**config.mk**
```make
export PLATFORM = sky130hd
export DESIGN_NAME = branch_predictor
export DESIGN_NICKNAME = d
export VERILOG_FILES = /design/src/rtl/branch_predictor.sv
export SDC_FILE = /design/constraint.sdc
export NUM_CORES = 2
export LEC_CHECK = 0
export ABC_AREA = 0
export CAP_MARGIN = 20
export CORE_MARGIN = 8
export CORE_UTILIZATION = 65
export DETAILED_ROUTE_END_ITERATION = 10
export PLACE_DENSITY = 0.84
export SYNTH_ARGS = -nofsm -noshare
export SYNTH_HDL_FRONTEND = slang
export SYNTH_SLANG_ARGS = --single-unit
```
**constraint.sdc**
```tcl
create_clock -name CLK -period 9.59 [get_ports CLK]
set_clock_uncertainty 0.2 [all_clocks]
set_input_delay 1.918 -clock CLK [delete_from_list [all_inputs] [get_ports CLK]]
set_output_delay 1.918 -clock CLK [all_outputs]
set_load 0.02 [all_outputs]
```
**src/rtl/branch_predictor.sv**
```systemverilog
// ----------------------------------------------------------------------------
// branch_predictor
//
// Direct-mapped branch target buffer with a 2-bit saturating direction counter
// per entry. The fetch PC is looked up combinationally to produce the
// next-PC prediction. Resolved conditional branches coming back from exec
// update the table on the next rising edge. The same resolution inputs also
// produce a combinational mispredict/flush request and the corrected PC.
//
// Optional feature macro: BP_STATS_EN
//   When defined, adds two saturating 32-bit statistics counters:
//   resolved branches and mispredicts.
//   Predictor behaviour is the same with or without the macro.
//
// Ports
//   CLK             in   1   clock, rising edge
//   nRST            in   1   asynchronous active-low reset
//   fetch_pc        in   32  PC of the instruction in fetch
//   pred_taken      out  1   predicted direction for fetch_pc
//   pred_target     out  32  predicted next PC (target or fetch_pc + 4)
//   upd_en          in   1   a conditional branch resolved this cycle
//   upd_pc          in   32  PC of the resolved branch
//   upd_taken       in   1   actual outcome
//   upd_target      in   32  actual branch target
//   upd_pred_taken  in   1   direction that was predicted for it
//   upd_pred_target in   32  next PC that was predicted for it
//   mispredict      out  1   flush request (combinational from upd_*)
//   redirect_pc     out  32  corrected next PC, 0 when upd_en = 0
//   hit             out  1   fetch_pc matched a valid entry
//   stat_branches   out  32  (BP_STATS_EN only) resolved branch count
//   stat_mispred    out  32  (BP_STATS_EN only) mispredict count
// ----------------------------------------------------------------------------
module branch_predictor #(
    parameter int ENTRIES = 16,
    parameter int IDX_W   = 4
) (
    input  logic        CLK,
    input  logic        nRST,
    input  logic [31:0] fetch_pc,
    output logic        pred_taken,
    output logic [31:0] pred_target,
    input  logic        upd_en,
    input  logic [31:0] upd_pc,
    input  logic        upd_taken,
    input  logic [31:0] upd_target,
    input  logic        upd_pred_taken,
    input  logic [31:0] upd_pred_target,
    output logic        mispredict,
    output logic [31:0] redirect_pc,
    output logic        hit
`ifdef BP_STATS_EN
    ,
    output logic [31:0] stat_branches,
    output logic [31:0] stat_mispred
`endif
);

    localparam int TAG_W = 32 - IDX_W - 2;

    localparam logic [1:0] CTR_WNT = 2'b01;
    localparam logic [1:0] CTR_WT  = 2'b10;

    function automatic logic [1:0] ctr_inc(input logic [1:0] c);
        return (c == 2'b11) ? c : c + 2'b01;
    endfunction

    function automatic logic [1:0] ctr_dec(input logic [1:0] c);
        return (c == 2'b00) ? c : c - 2'b01;
    endfunction

    logic             valid_q [ENTRIES];
    logic [TAG_W-1:0] tag_q   [ENTRIES];
    logic [31:0]      tgt_q   [ENTRIES];
    logic [1:0]       ctr_q   [ENTRIES];

    logic [IDX_W-1:0] fetch_idx;
    logic [TAG_W-1:0] fetch_tag;
    logic [IDX_W-1:0] upd_idx;
    logic [TAG_W-1:0] upd_tag;
    logic             upd_hit;

    // Instructions are word aligned; the low PC bits carry no information.
    logic unused_pc_bits;
    assign unused_pc_bits = ^{fetch_pc[1:0], upd_pc[1:0]};

    assign fetch_idx = fetch_pc[IDX_W+1:2];
    assign fetch_tag = fetch_pc[31:IDX_W+2];
    assign upd_idx   = upd_pc[IDX_W+1:2];
    assign upd_tag   = upd_pc[31:IDX_W+2];

    // Lookup reads the registered table only, so an update to the same
    // index in this cycle is seen by fetch one cycle later.
    assign hit         = valid_q[fetch_idx] && (tag_q[fetch_idx] == fetch_tag);
    assign pred_taken  = hit && ctr_q[fetch_idx][1];
    assign pred_target = pred_taken ? tgt_q[fetch_idx] : fetch_pc + 32'd4;

    // A correct "taken" direction can still redirect if the target differs.
    always_comb begin
        mispredict  = 1'b0;
        redirect_pc = 32'd0;
        if (upd_en) begin
            mispredict  = (upd_taken != upd_pred_taken) ||
                          (upd_taken && (upd_target != upd_pred_target));
            redirect_pc = upd_taken ? upd_target : upd_pc + 32'd4;
        end
    end

    assign upd_hit = valid_q[upd_idx] && (tag_q[upd_idx] == upd_tag);

    always_ff @(posedge CLK or negedge nRST) begin
        if (!nRST) begin
            for (int e = 0; e < ENTRIES; e++) begin
                valid_q[e] <= 1'b0;
                tag_q[e]   <= '0;
                tgt_q[e]   <= '0;
                ctr_q[e]   <= CTR_WNT;
            end
        end else if (upd_en) begin
            if (upd_hit) begin
                if (upd_taken) begin
                    ctr_q[upd_idx] <= ctr_inc(ctr_q[upd_idx]);
                    tgt_q[upd_idx] <= upd_target;
                end else begin
                    ctr_q[upd_idx] <= ctr_dec(ctr_q[upd_idx]);
                end
            end else if (upd_taken) begin
                // Allocation overwrites whatever branch aliased into this slot.
                valid_q[upd_idx] <= 1'b1;
                tag_q[upd_idx]   <= upd_tag;
                tgt_q[upd_idx]   <= upd_target;
                ctr_q[upd_idx]   <= CTR_WT;
            end
        end
    end

`ifdef BP_STATS_EN
    always_ff @(posedge CLK or negedge nRST) begin
        if (!nRST) begin
            stat_branches <= 32'd0;
            stat_mispred  <= 32'd0;
        end else if (upd_en) begin
            if (stat_branches != 32'hFFFF_FFFF)
                stat_branches <= stat_branches + 32'd1;
            if (mispredict && (stat_mispred != 32'hFFFF_FFFF))
                stat_mispred <= stat_mispred + 32'd1;
        end
    end
`endif

endmodule

```
==> summary.txt <==
CTS
  – Hold-fix buffers, CTS: 0
  – CTS HTree Levels: 3
  – Max Buffers Root-to-Sink: 3
  – CTS Root Cell: clkbuf_16
  – Clock transition at the registers of the reported paths: 0.06 ns
  – Num CTS Buffers: 101
  – CTS tree: built
  – Post-CTS resize count: 0
  – Clock latency on the worst-skew pair: roughly 0.7 ns
  – Buffers inserted by post-CTS timing repair: 0
  – Clk sinks: 976

Routing
  – DR pass1 iterations: 7
  – DR iter-0 viols: 4247
  – Avg WL per Cell: 33.3 µm
  – Wirelength, routed: 165000 µm
  – Residual DRC: 0
  – Antenna Nets Post-Route: 0
  – DR vias: 35601
  – Via density: 7.18

Yosys
  – Post-synth EDFFs: 0
  – Async SR Flop Fraction: 100%
  – Seq/Total Area, Yosys: 46.0%
  – Syn nets: just under 4000
  – Avg Cell Area, Syn: 14.2 µm²
  – Flops & latches, synth: roughly 1000
  – Synth Warn #: 0
  – Cell area after synthesis: 53100 µm²
  – Post-synthesis cell count: between 3000 and 4000
  – Cell variety after synth: 75
  – Ys flop type: dfrtp_1

Power
  – Peak VDD IR: 0.192 mV
  – Total power draw: 12.3 mW
  – Leakage: 25.8 nW
  – PwrDens: 208 nW/µm²

Flow run
  – Max-capacitance violation count: 0

Worst setup path
  – Crit. End Element: output port
  – Worst R2R End: tag_q[273]
  – WP data required: around 7.5 ns
  – R2R cell count: 11
  – Slowest stage delay, CP: 0.77 ns
  – Crit path cell chain: buf_8, buf_4, mux4_2, mux4_2, and4b_1, nand4_1, buf_4, mux2i_1, clkdlybuf4s50_1
  – Crit path max-delay family: buffers and inverters
  – Crit path kind: input port to output port
  – Crit path max-delay cell type: buf_4
  – Worst Path Arrival: roughly 6.3 ns
  – Crit start category: input port
  – Worst-path maximum fanout: 89
  – Worst reg-to-reg setup slack: 4.24 ns
  – Worst r2r src: tag_q[211]
  – Crit path buf inv count: 4

Finish
  – Commonest non-fill, non-tap cell in the layout: dfrtp_1
  – Highest-count cells in the layout ignoring fill and taps: 960 x dfrtp_1, 689 x mux2_2, 328 x mux4_2, 266 x mux2_4, 222 x nand2_1
  – Fillcell total: between 5000 and 6000
  – Area growth syn-to-layout: 11.7%
  – Final net count: 3932
  – Share of cells above drive strength 1: between 40% and 50%
  – Post-layout util: 72.8%

Floorplanning
  – # rows: between 100 and 150
  – IO Pins: 200
  – Core area: 81500 µm²
  – Die Y: slightly above 300 µm
  – Initial core utilization: 65.2%
  – Die extent in x: 302 µm
  – Die footprint: 91100 µm²

STA
  – Post-route minimum period: around 8.4 ns
  – Setup_tns: 0 ns
  – Final worst-path cycle share: 87.4%
  – Rel. slew slack: 13.2%
  – Final slew viol count: 0
  – Setup-failing EPs final: 0
  – FMAX: around 120 MHz
  – Final hold violations: 0
  – RSZ-0062 raised after global routing: no
  – Worst Tran Pin Value: 1.29 ns

Global route
  – GR Util All Layers: a little over a third
  – Met3 usage: a little over a tenth
  – Largest net degree at the start of global routing: 187
  – Grt met2 use: about 55%
  – Initial antenna violation count: 12
  – GR peak layer: met2
  – First-pass GRT wire length: 246000 µm
  – Vias in the first global route: 36882
  – Overflow after GRT: 0
  – Met1 Track Usage GR: 47.8%

Min path
  – Hold Path Stages: 2
  – HP Start: tgt_q[85]
  – Class of the worst hold path: register to register
  – WHS Endpoint: tgt_q[85]

Place
  – DP HPWL: ~100000 µm
  – Gpl congestion: 0.968
  – Number of port buffers: 199

Run status
  – Status: complete, no violations
-- cells by family (layout without fill, tap and decap cells) --
kind of cell	after synthesis	after routing	share of synthesized area, %
AND/OR/NAND/NOR	485	485	4.30
adder cells (fa/ha/maj)	7	7	0.156
XOR/XNOR	163	163	2.69
AO/OA/AOI/OAI	277	277	3.92
flip-flops	976	976	46.0
other	0	6	0
buffers and inverters	386	525	3.63
multiplexers	1446	1446	39.3
-- metal layers --
layer | wire, µm | vias up | part of all wire (%)
li1 | - | 13953 | -
met1 | 61000 | 18601 | 37
met2 | 75300 | 2415 | 46
met3 | 18800 | 622 | 11
met4 | 10000 | 10 | 6.1
met5 | 72 | - | 0.044
-- area by class of cell --
type                            count  area [µm²]  share of cell area (%)
Multi-Input combinational cell   2378       26800                    45.3
Sequential cell                   976       24400                    41.2
Clock buffer                      149        3000                    5.06
Timing Repair Buffer              317        2990                    5.03
Tap cell                         1070        1340                    2.26
Clock inverter                     39         588                   0.992
Inverter                           20        76.3                   0.129
Antenna cell                        6        15.0                  0.0253
-- state kept, by name (all words and copies together) (netlist names) --
| name | cells |
|---|---|
| ctr_q | 32 |
| tag_q | 416 |
| tgt_q | 512 |
| valid_q | 16 |
-- worst min-delay path: cells and delay by family, from the launching register on --
kind	cells	cell delay (ns)
flip-flops	1	0.34
AND/OR/NAND/NOR	2	0.11
-- synthesized netlist by cell type (all sizes together), types with 15 or more instances --
library cell | instances | area [µm²]
xnor2 | 98 | 858
nor2 | 67 | 251
nand3 | 26 | 130
dfrtp | 960 | 24000
a21oi | 60 | 465
a22oi | 27 | 203
nand2 | 228 | 863
mux2 | 955 | 11800
nand4 | 18 | 113
a21o | 15 | 113
dfstp | 16 | 420
and2 | 26 | 163
mux2i | 158 | 1580
inv | 17 | 63.8
xor2 | 65 | 569
or2 | 19 | 119
o21ai | 42 | 210
and3 | 28 | 175
a211oi | 18 | 135
clkbuf | 213 | 801
o22ai | 22 | 138
nor2b | 15 | 93.8
a221oi | 16 | 140
o31ai | 17 | 128
mux4 | 333 | 7520
nor3 | 21 | 105
buf | 153 | 1050
-- where the power goes --
part	switching [mW]	internal [mW]	leakage, nW
logic	1.14	1.51	11.6
registers	0.580	4.91	12.4
clock network	1.74	2.45	1.76
-- worst max-delay path by stage --
stage	cells after the start	endpoint	startpoint	slack, ns
3_3_place_gp	9	pred_target[13]	fetch_pc[3]	1.32
3_5_place_dp	9	pred_target[2]	fetch_pc[3]	1.29
5_1_grt	9	pred_target[2]	fetch_pc[3]	1.13
6_report	9	pred_target[2]	fetch_pc[3]	1.21
4_1_cts	9	pred_target[2]	fetch_pc[3]	1.30
2_1_floorplan	9	pred_target[10]	fetch_pc[2]	2.59
-- stage by stage --
stage / hold slack [ns] / std cells / instance area [µm²] / setup WS (ns)
floorplan: 0.241 / 3740 / 53100 / 2.59
global placement: 0.254 / 4760 / 55700 / 1.32
detailed placement: 0.263 / 4760 / 55700 / 1.29
CTS: 0.280 / 4948 / 59300 / 1.30
global route: 0.297 / 4954 / 59300 / 1.13
finish: 0.281 / 4955 / 59300 / 1.21
(Power assumes the default switching activity.)
